[src/rtl/spi_flash_reader.sv]
// rtl/spi_flash_reader.sv - SPI flash read sequencer: optional 0xAB wake-up, READ/FAST_READ, one-entry output buffer
module spi_flash_reader #(
  parameter int unsigned FAST_READ        = 0,
  parameter int unsigned WAKEUP_EN        = 1,
  parameter int unsigned WAKE_WAIT_CYCLES = 1000
) (
  input  logic        clk_i,
  input  logic        rstn_i,
  input  logic        start_i,
  input  logic [23:0] addr_i,
  input  logic [15:0] len_i,
  output logic        busy_o,
  output logic        done_o,
  output logic [7:0]  data_o,
  output logic        data_valid_o,
  input  logic        data_ready_i,
  output logic        spi_en_o,
  output logic [7:0]  spi_wr_data_o,
  output logic        spi_wr_valid_o,
  input  logic        spi_wr_ready_i,
  input  logic [7:0]  spi_rd_data_i,
  input  logic        spi_rd_valid_i,
  output logic        spi_rd_ready_o
);

  localparam int          NCMD     = (FAST_READ != 0) ? 5 : 4;
  localparam logic [7:0]  CMD_BYTE = (FAST_READ != 0) ? 8'h0B : 8'h03;
  localparam int          WW       = (WAKE_WAIT_CYCLES > 1) ? $clog2(WAKE_WAIT_CYCLES) : 1;

  typedef enum logic [2:0] {
    S_IDLE, S_WAKE_CMD, S_WAKE_END, S_WAKE_WAIT, S_CMD, S_READ, S_DRAIN, S_DONE
  } state_t;

  state_t        state, state_nxt;
  logic [23:0]   addr_q;
  logic [15:0]   rem, rem_nxt;
  logic [2:0]    byte_idx;
  logic [2:0]    disc_cnt;
  logic [WW-1:0] wait_cnt;
  logic          wake_done;
  logic [7:0]    data_q;
  logic          data_vld;
  logic          discarding, data_pulse, wr_hs, wait_last;

  // Every completed SPI byte echoes a pulse; the first NCMD belong to the command phase.
  assign discarding = (disc_cnt != 3'(NCMD));
  assign data_pulse = (state == S_READ) && spi_rd_valid_i && !discarding;
  assign rem_nxt    = data_pulse ? rem - 16'd1 : rem;
  assign wr_hs      = spi_wr_valid_o && spi_wr_ready_i;
  assign wait_last  = (wait_cnt == WW'(WAKE_WAIT_CYCLES - 1));
  assign data_o       = data_q;
  assign data_valid_o = data_vld;

  always_ff @(posedge clk_i or negedge rstn_i) begin
    if (!rstn_i) begin
      state     <= S_IDLE;
      addr_q    <= '0;
      rem       <= '0;
      byte_idx  <= '0;
      disc_cnt  <= '0;
      wait_cnt  <= '0;
      wake_done <= 1'b0;
      data_q    <= '0;
      data_vld  <= 1'b0;
    end else begin
      state <= state_nxt;
      if (state == S_IDLE && start_i) begin
        addr_q   <= addr_i;
        rem      <= len_i;
        byte_idx <= '0;
        disc_cnt <= '0;
      end
      if (state == S_CMD && wr_hs)
        byte_idx <= byte_idx + 3'd1;
      if ((state == S_CMD || state == S_READ) && spi_rd_valid_i && discarding)
        disc_cnt <= disc_cnt + 3'd1;
      if (data_pulse)
        rem <= rem_nxt;
      if (state == S_WAKE_END && spi_rd_valid_i) begin
        wake_done <= 1'b1;
        wait_cnt  <= '0;
      end
      if (state == S_WAKE_WAIT)
        wait_cnt <= wait_cnt + WW'(1);
      if (data_pulse) begin
        data_q   <= spi_rd_data_i;
        data_vld <= 1'b1;
      end else if (data_vld && data_ready_i) begin
        data_vld <= 1'b0;
      end
    end
  end

  always_comb begin
    state_nxt      = state;
    busy_o         = (state != S_IDLE);
    done_o         = 1'b0;
    spi_en_o       = 1'b0;
    spi_wr_valid_o = 1'b0;
    spi_wr_data_o  = 8'h00;
    spi_rd_ready_o = 1'b0;
    case (state)
      S_IDLE: begin
        if (start_i) begin
          if (len_i == 16'd0)                      state_nxt = S_DONE;
          else if (WAKEUP_EN != 0 && !wake_done)   state_nxt = S_WAKE_CMD;
          else                                     state_nxt = S_CMD;
        end
      end
      S_WAKE_CMD: begin
        spi_en_o       = 1'b1;
        spi_wr_valid_o = 1'b1;
        spi_wr_data_o  = 8'hAB;
        if (wr_hs) state_nxt = S_WAKE_END;
      end
      S_WAKE_END: begin
        if (spi_rd_valid_i) state_nxt = S_WAKE_WAIT;
      end
      S_WAKE_WAIT: begin
        if (wait_last) state_nxt = S_CMD;
      end
      S_CMD: begin
        spi_en_o       = 1'b1;
        spi_wr_valid_o = 1'b1;
        case (byte_idx)
          3'd0:    spi_wr_data_o = CMD_BYTE;
          3'd1:    spi_wr_data_o = addr_q[23:16];
          3'd2:    spi_wr_data_o = addr_q[15:8];
          3'd3:    spi_wr_data_o = addr_q[7:0];
          default: spi_wr_data_o = 8'h00;
        endcase
        if (wr_hs && byte_idx == 3'(NCMD - 1)) state_nxt = S_READ;
      end
      S_READ: begin
        // Dropping enable on the final byte's pulse keeps the master from clocking one more.
        spi_en_o       = (rem_nxt != 16'd0);
        spi_rd_ready_o = !data_vld && (rem_nxt != 16'd0);
        if (data_pulse && rem_nxt == 16'd0) state_nxt = S_DRAIN;
      end
      S_DRAIN: begin
        if (!data_vld) state_nxt = S_DONE;
      end
      S_DONE: begin
        done_o    = 1'b1;
        state_nxt = S_IDLE;
      end
      default: state_nxt = S_IDLE;
    endcase
  end

endmodule

[config.mk]
export PLATFORM = sky130hd
export DESIGN_NAME = spi_flash_reader
export DESIGN_NICKNAME = d
export VERILOG_FILES = /design/src/rtl/spi_flash_reader.sv
export SDC_FILE = /design/constraint.sdc
export NUM_CORES = 1
export LEC_CHECK = 0
export BUFFER_PORTS_ARGS = -buffer_cell sky130_fd_sc_hd__buf_4
export CAP_MARGIN = 20
export CORE_MARGIN = 2
export CORE_UTILIZATION = 56
export DETAILED_ROUTE_END_ITERATION = 6
export GPL_TIMING_DRIVEN = 0
export PLACE_DENSITY = 0.81
export SYNTH_ARGS = -nofsm -noshare
export SYNTH_HDL_FRONTEND = slang
export SYNTH_SLANG_ARGS = --single-unit
[constraint.sdc]
create_clock -name clk_i -period 4.55 [get_ports clk_i]
set_input_delay 0.6825 -clock clk_i [delete_from_list [all_inputs] [get_ports clk_i]]
set_output_delay 0.6825 -clock clk_i [all_outputs]
set_load 0.02 [all_outputs]
==> results of run 1 <==
[layer usage]
| layer | share of wire | GRT usage | up-vias |
|---|---|---|---|
| met5 | 0 | 0 | - |
| met4 | 0.021 | 0.113 | 0 |
| met3 | 0.074 | 0.0420 | 25 |
| met2 | 0.47 | 0.437 | 183 |
| met1 | 0.43 | 0.396 | 1868 |
| li1 | - | - | 1895 |
[cells in the final DEF, fill, tap and decap left out, drive strengths merged, types with 4 or more instances in the layout]
cell and instances:
and2 4, nand4 8, buf 82, o31ai 5
o221a 6, nor4 7, inv 19, a211oi 5
a21oi 22, ha 13, nand3 17, nor2 39
a222oi 6, clkbuf 28, o21ai 30, dfrtp 69
nand2 127, a221oi 5, nand2b 7, or4b 4
nor3 17, a31oi 5
[through the flow]
step | hold slack (ns) | utilization
global route | 0.501 | 0.716
CTS | 0.482 | 0.713
finish | 0.437 | 0.716
floorplan | 0.387 | -
detailed placement | 0.464 | 0.682
global placement | 0.460 | 0.682
[flip-flops by register name (all words and copies together), names as in the netlist]
register,cells
data_o,8
addr_q,24
wait_cnt,10
rem,16
data_valid_o,1
byte_idx,3
wake_done,1
state,3
disc_cnt,3
[logic make-up after synthesis]
kind of cell	Yosys count
adder cells (fa/ha/maj)	13
AND/OR/NAND/NOR	251
multiplexers	3
XOR/XNOR	2
buffers and inverters	41
flip-flops	69
AO/OA/AOI/OAI	105
[how the worst max path moves through the flow]
stage | start | end | slack [ns] | depth (start not counted)
2_1_floorplan | rem[0] | spi_en_o | 1.02 | 10
3_3_place_gp | state[1] | spi_en_o | 0.32 | 10
3_5_place_dp | state[1] | spi_en_o | 0.25 | 10
4_1_cts | rem[0] | spi_en_o | 0.02 | 11
5_1_grt | state[1] | spi_en_o | 0.02 | 10
6_report | state[1] | spi_en_o | 0.24 | 10
[what timing repair did]
item,CTS,global route
gates cloned,0,0
setup buffers,2,0
setup endpoints to repair,2,2
pin swaps,1,1
gates resized for setup,2,3
[synthesized netlist by cell type (all sizes together), types with 4 or more instances]
cell and n:
nand4 8, o21ai 30, buf 5, or4b 4, nand2b 7, a31oi 5, dfrtp 69, nor2 39
ha 13, a221oi 5, nor4 7, nand3 17, clkbuf 17, nor3 17, o31ai 5, nand2 127
and2 4, inv 19, a21oi 22, o221a 6, a211oi 5, a222oi 6
[where the power goes]
group | total [mW] | leakage (nW) | switching, mW | internal, mW
Clock | 0.507 | 0.0992 | 0.242 | 0.265
Combinational | 1.44 | 1.32 | 0.860 | 0.585
Sequential | 1.11 | 0.856 | 0.235 | 0.880
Total | 3.07 | 2.28 | 1.34 | 1.73
[layout make-up]
cell class              count  area [um^2]
inverters                  19         71.3
well taps                  96          120
clock inverters             4         48.8
flip-flops and latches     69         1730
plain buffers              22         95.1
clock buffers              11          141
fillers                   570         1940
multi-input cells         374         2110
repair buffers             77          578
[worst max-delay path: cells and delay by family, from the launching register on]
kind / cells / cell delay [ns]
compound gates: 3 / 1.13
buf+inv: 2 / 0.30
simple gates: 4 / 1.09
flops: 1 / 0.44
fa+ha+maj: 1 / 0.32
==> metrics.txt, run 1 <==
library cells used by synthesis 53; Max Fclk 0.232 GHz; startpoint types flop; Max-Cap Viols 0; vias in the first global route 3628; main combinational cell family by area after synthesis simple AND/OR/NAND/NOR gates; compound-cell area share of the yosys netlist 0.177; simple-gate share of the synthesized area 0.294; yosys warns 0; antenna cell count 0; CTS H-tree lvls 3; Tot Pwr 3.07 mW; Final HPWL DP 7.56 mm; CP endpoint kind output port; status completed; critical path fanouts, max 8; row count 30; nets@finish 639; unrepaired setup endpoints after global routing false; cts hold-fix bufs 0; I/O Pins 76; post-synthesis cell area 3980 um^2; Post-synth EDFFs 0; post-synthesis adder-cell area fraction 0.0409; Clock Skews 0.0126 ns; Worst-path clk slew 0.08 ns; min cycle time layout 4.31 ns; mux cell area share after synthesis 0.00755; clock tree buffer depth 2; post-synthesis sequential area ratio 0.434; fin area 4890 um^2; Initial Util 0.582; RePlAce Congestion 0.919; Finish-stage setup viols 0; Die H 88.3 um; VDD IR max 397 uV; CTS tree done; vias per inst 5.91; Primary FF master, synth dfrtp_1; Synth top area share 0.434; Post-Synthesis Net Count 551; mean post-synth cell area 8.21 um^2; worst setup margin 0.242 ns; Post-Synthesis Cells 484; Overall Global Routing Usage 0.280; Period Utilization, post-route 0.947; pre-CTS WS 0.251 ns; worst r2r src state[1]; CP required 3.87 ns; initial antenna violation count 0; internal reg-to-reg setup slack 1.22 ns; layout cells sized above 1 0.200; DRC Markers 0; clock latency on the worst-skew pair 0.35 ns; die width 88.3 um; largest net degree at the start of global routing 70; ranking of synthesized cells by area dfrtp_1 43%, nand2_1 12%, ha_1 4.1%; CP arrival 3.63 ns; relative slew slack 0.424; Crit Path Class flop to output port; worst hold path class primary input to asynchronous set/reset pin; remaining global-route overflow 0; actual slew at the worst max-slew pin 0.864 ns; xor and xnor area share after synthesis 0.00441; post-synth top area cell dfrtp_1; Setup TNS 0 ns; fin. max-slew vios 0; full die area 7790 um^2; Area growth syn-to-layout 23.0%; DR vias 3971; 1st-pass router iterations 5; post-route ant nets 0; clock root buffer clkbuf_8; Final Hold Fails 0; IO buf count 75; CP max stage cell nor3_2; Worst R2R End state[0]; per-cell routed wire length 15.8 um; initial drt markers 339; CTS Buf Count 9; first-pass GRT wire length 17.1 mm; Leakage 2.28 nW; #FFs+latches synth 69; ys async rst share 1.00; clk sinks 69; final cell count without fillers 672; worst reg-to-reg path cell count 9; WL final 10.6 mm; worst-path cell chain inv_1 > ha_1 > nand2_1 > nor3_2 > a41oi_1 > a2111oi_0 > nand4_2 > o31ai_2 > nand3_1 > buf_4; slowest stage delay, CP 0.53 ns; core box area 6830 um^2; placed cells 655; power density cells 627 nW/um^2; dpl cell area 4660 um^2
Note: power is estimated with default switching activity, not from simulation.
==> run 2, diff against run 1 <==
--- a/config.mk
+++ b/config.mk
@@ -7,7 +7,8 @@
 export LEC_CHECK = 0
 export BUFFER_PORTS_ARGS = -buffer_cell sky130_fd_sc_hd__buf_4
 export CAP_MARGIN = 20
-export CORE_MARGIN = 2
+export CORE_ASPECT_RATIO = 0.5
+export CORE_MARGIN = 5
 export CORE_UTILIZATION = 56
 export DETAILED_ROUTE_END_ITERATION = 6
 export GPL_TIMING_DRIVEN = 0
==> run 2 against run 1 <==
Non-clock buffer count rose by 2. Power rose by 7.3%. Global-route usage fell by 2.6 points. Clock skew fell by 0.0081 ns. Register-to-register slack improved by 0.03 ns. Combinational power barely moved. Die area rose by 15%. Critical path type unchanged.
==> metrics.txt, run 2 (synthesized netlist as in run 1, its figures left out) <==
die width 129 um; worst reg-to-reg path cell count 10; fin. max-slew vios 0; critical path fanouts, max 8; most frequent cells in the layout 127 x nand2_1, 79 x buf_4, 69 x dfrtp_1; Final Hold Fails 0; clock tree buffer depth 2; placed cells 651; initial drt markers 412; largest registers addr_q: 24 flops, rem: 16 flops, wait_cnt: 10 flops; CP endpoint kind output port; number of flip-flops in the largest register 24; Core Util, Final 0.740; post-route ant nets 0; CTS H-tree lvls 3; CP required 3.87 ns; worst hold path class primary input to asynchronous set/reset pin; clock root buffer clkbuf_16; IO buf count 75; Final HPWL DP 7.90 mm; unrepaired setup endpoints after global routing false; Die H 69.6 um; DRC Markers 0; status completed; vias in the first global route 3772; startpoint types flop; Clock Skews 0.00449 ns; 1st-pass router iterations 5; Max-Cap Viols 0; I/O Pins 76; Max Fclk 0.231 GHz; RePlAce Congestion 0.909; fill count 539; worst setup margin 0.221 ns; first-pass GRT wire length 18.3 mm; row count 21; Period Utilization, post-route 0.951; clk sinks 69; final cell count without fillers 671; Worst-path clk slew 0.06 ns; min cycle time layout 4.33 ns; dpl cell area 4650 um^2; initial antenna violation count 0; Leakage 2.34 nW; crit path capture spi_en_o; vias per inst 5.92; CTS tree done; remaining global-route overflow 0; crit path launch state[1]; WL final 11.1 mm; DR vias 3971; per-cell routed wire length 16.6 um; worst r2r src state[1]; commonest non-fill, non-tap cell in the layout nand2_1; Overall Global Routing Usage 0.255; largest net degree at the start of global routing 70; fin area 5020 um^2; power density cells 655 nW/um^2; Setup TNS 0 ns; antenna cell count 0; CP arrival 3.65 ns; Area growth syn-to-layout 26.3%; core box area 6780 um^2; actual slew at the worst max-slew pin 0.878 ns; Worst R2R End state[0]; Crit Path Class flop to output port; full die area 8990 um^2; internal reg-to-reg setup slack 1.25 ns; largest reg by FF count addr_q; nets@finish 641; relative slew slack 0.415; layout cells sized above 1 0.204; clock latency on the worst-skew pair 0.34 ns; VDD IR max 324 uV; pre-CTS WS 0.175 ns; Finish-stage setup viols 0; CTS Buf Count 9; Initial Util 0.586
-- run 2: cell count changes in the layout (fill, tap and decap cells not counted), sizes merged --
cell,previous run,this run
buf,82,84
clkinvlp,0,1
-- run 2: worst min-delay path by stage --
stage,startpoint,end,slack (ns),depth (start not counted)
2_1_floorplan,rstn_i,addr_q[0],0.39,0
3_3_place_gp,addr_q[7],addr_q[7],0.46,2
3_5_place_dp,addr_q[20],addr_q[20],0.47,2
4_1_cts,addr_q[20],addr_q[20],0.48,2
5_1_grt,addr_q[20],addr_q[20],0.49,2
6_report,rstn_i,byte_idx[1],0.45,1
-- run 2: cell type report --
class	count	area [um^2]	area share
Buffer	22	95.1	0.0189
Clock buffer	11	243	0.0484
Clock inverter	5	60.1	0.0120
Inverter	19	71.3	0.0142
Multi-Input combinational cell	374	2110	0.421
Sequential cell	69	1730	0.344
Tap cell	92	115	0.0229
Timing Repair Buffer	79	593	0.118
-- run 2: per-layer routing --
layer | GRT usage | part of all wire | vias to the layer above
li1 | - | - | 1896
met1 | 0.346 | 0.44 | 1905
met2 | 0.390 | 0.47 | 157
met3 | 0.0946 | 0.078 | 13
met4 | 0.0559 | 0.012 | 0
met5 | 0 | 0 | -
-- run 2: repair_timing --
item | 4_1_cts | 5_1_grt
endpoints found under the setup margin | 2 | 2
setup buffers | 0 | 4
hold buffers | 0 | 0
gates resized for setup | 2 | 4
pin swaps | 0 | 2
-- run 2: through the flow --
step	total power, mW	hold slack [ns]
CTS	3.26	0.479
detailed placement	2.54	0.465
finish	3.29	0.450
floorplan	2.05	0.387
global route	3.51	0.494
global placement	2.49	0.458
-- run 2: critical path, stage by stage, from the launching register on --
cell and delay [ns]:
dfrtp_1 0.45, inv_1 0.13, ha_1 0.32, nor4bb_2 0.45
nand4_1 0.21, buf_4 0.21, or4b_2 0.62, o31ai_1 0.09
nor2_1 0.14, o31ai_2 0.38, nand3_1 0.12, buf_4 0.17
-- run 2: report_power, final --
group	total [mW]	internal (mW)	switching (mW)	leakage, nW
clock	0.715	0.440	0.275	0.146
combinational	1.45	0.585	0.864	1.34
sequential	1.13	0.882	0.244	0.856
==> run 3, diff against run 2 <==
--- a/config.mk
+++ b/config.mk
@@ -9,10 +9,10 @@
 export CAP_MARGIN = 20
 export CORE_ASPECT_RATIO = 0.5
 export CORE_MARGIN = 5
-export CORE_UTILIZATION = 56
+export CORE_UTILIZATION = 60
 export DETAILED_ROUTE_END_ITERATION = 6
-export GPL_TIMING_DRIVEN = 0
-export PLACE_DENSITY = 0.81
+export HOLD_SLACK_MARGIN = 0.03
+export PLACE_DENSITY = 0.86
 export SYNTH_ARGS = -nofsm -noshare
 export SYNTH_HDL_FRONTEND = slang
 export SYNTH_SLANG_ARGS = --single-unit
==> constraint.sdc (replaced) <==
create_clock -name clk_i -period 5.38 [get_ports clk_i]
set_input_delay 0.807 -clock clk_i [delete_from_list [all_inputs] [get_ports clk_i]]
set_output_delay 0.807 -clock clk_i [all_outputs]
set_load 0.02 [all_outputs]
==> run 3 against run 2 <==
Clock-buffer cell count shrank 1. Register-to-register slack improved by 0.65 ns. Clock skew is 0.0020 ns higher. Combinational power shrank 21%. Highest routed layer unchanged.
==> metrics.txt, run 3 (synthesized netlist as in run 1, its figures left out) <==
final cell count without fillers 643; DR vias 3946; remaining global-route overflow 0; clock tree buffer depth 2; number of flip-flops in the largest register 24; core box area 6260 um^2; Clock Skews 0.00653 ns; largest net degree at the start of global routing 70; Die H 67.6 um; Setup TNS 0 ns; WL final 10.9 mm; CP endpoint kind output port; RePlAce Congestion 0.958; Area growth syn-to-layout 22.9%; relative slew slack 0.413; post-route ant nets 0; CP max stage cell o31ai_1; unrepaired setup endpoints after global routing false; clock root buffer clkbuf_16; Final Hold Fails 0; Max-Cap Viols 0; actual slew at the worst max-slew pin 0.880 ns; FF+latch area 1730 um^2; CTS H-tree lvls 3; CP bufs+invs 3; die width 125 um; most frequent cells in the layout 127 x nand2_1, 77 x buf_4, 69 x dfrtp_1; per-cell routed wire length 16.9 um; Finish-stage setup viols 0; first-pass GRT wire length 18.3 mm; Crit path max-delay family compound AO/OA/AOI/OAI gates; Leakage 2.28 nW; CP arrival 3.85 ns; antenna cell count 0; DRC Markers 0; min cycle time layout 4.65 ns; Resized Gates After CTS 0; Final HPWL DP 7.49 mm; worst hold path class flop to flop; Worst-path clk slew 0.06 ns; Tot Pwr 2.75 mW; startpoint types flop; Initial Util 0.635; clk sinks 69; CP required 4.57 ns; status completed; Core Util, Final 0.781; placed cells 627; commonest non-fill, non-tap cell in the layout nand2_1; fin. max-slew vios 0; largest registers addr_q: 24 flops, rem: 16 flops, wait_cnt: 10 flops; Crit Path Class flop to output port; 1st-pass router iterations 5; full die area 8450 um^2; initial drt markers 298; IO buf count 75; power density cells 564 nW/um^2; Period Utilization, post-route 0.865; cts hold-fix bufs 0; row count 20; slowest stage delay, CP 0.51 ns; fill count 458; initial antenna violation count 0; I/O Pins 76; Max Fclk 0.215 GHz; clock latency on the worst-skew pair 0.33 ns; setup bufs post-CTS 0; VDD IR max 283 uV; Overall Global Routing Usage 0.271; CTS tree done; largest reg by FF count addr_q; critical path fanouts, max 8; worst-path cell chain inv_1 > ha_1 > nor4bb_1 > nand4_1 > o41a_1 > o31ai_1 > inv_1 > o31ai_1 > nand3_1 > buf_4; layout cells sized above 1 0.196; CTS Buf Count 9; nets@finish 617; area of the multi-input gates 2090 um^2; vias in the first global route 3797; vias per inst 6.14
## run 3: cell types whose count changed in the layout (fill, tap and decap cells not counted), moves of 2 or more
cell,previous run,this run
clkbuf_1,18,0
buf_2,4,0
buf_4,79,77
inv_6,0,2
o31ai_1,3,5
o31ai_2,2,0
## run 3: tightest hold or removal path: cells and delay by family (launching register included)
| kind | cells | cell delay [ns] |
|---|---|---|
| flip-flops | 1 | 0.34 |
| AND/OR/NAND/NOR | 2 | 0.10 |
## run 3: path summary, 6_finish.rpt
kind | start | to | slack (ns) | cells after the start
min in group asynchronous | rstn_i | addr_q[13] | 0.58 | 1
max | state[1] | spi_en_o | 0.73 | 10
max reg2reg | state[1] | state[0] | 1.90 | 9
min | addr_q[9] | addr_q[9] | 0.48 | 2
max in group asynchronous | rstn_i | wait_cnt[5] | 4.21 | 1
min reg2reg | addr_q[9] | addr_q[9] | 0.48 | 2
## run 3: report_power, final
part	switching (mW)	internal [mW]
clock network	0.232	0.374
registers	0.258	0.745
logic	0.675	0.468
## run 3: layer usage
| metal | track usage | wire (um) | part of all wire | vias up |
|---|---|---|---|---|
| li1 | - | - | - | 1848 |
| met1 | 0.380 | 4880 | 0.45 | 1863 |
| met2 | 0.422 | 4800 | 0.44 | 212 |
| met3 | 0.0679 | 1020 | 0.094 | 23 |
| met4 | 0.0811 | 194 | 0.018 | 0 |
| met5 | 0 | 0 | 0 | - |
## run 3: per-stage QoR
stage,area (um^2),setup WS (ns),hold WS (ns)
detailed placement,4580,1.22,0.464
CTS,4880,0.798,0.480
floorplan,3980,1.73,0.445
global route,4880,0.488,0.504
global placement,4580,1.32,0.458
finish,4880,0.726,0.480
## run 3: layout make-up
| cell class | count | share of cell area |
|---|---|---|
| clock buffer | 10 | 0.0489 |
| timing repair buffer | 77 | 0.118 |
| clock inverter | 6 | 0.0141 |
| tap | 88 | 0.0225 |
| inverter | 19 | 0.0146 |
| multi-input combinational | 374 | 0.428 |
| sequential | 69 | 0.354 |
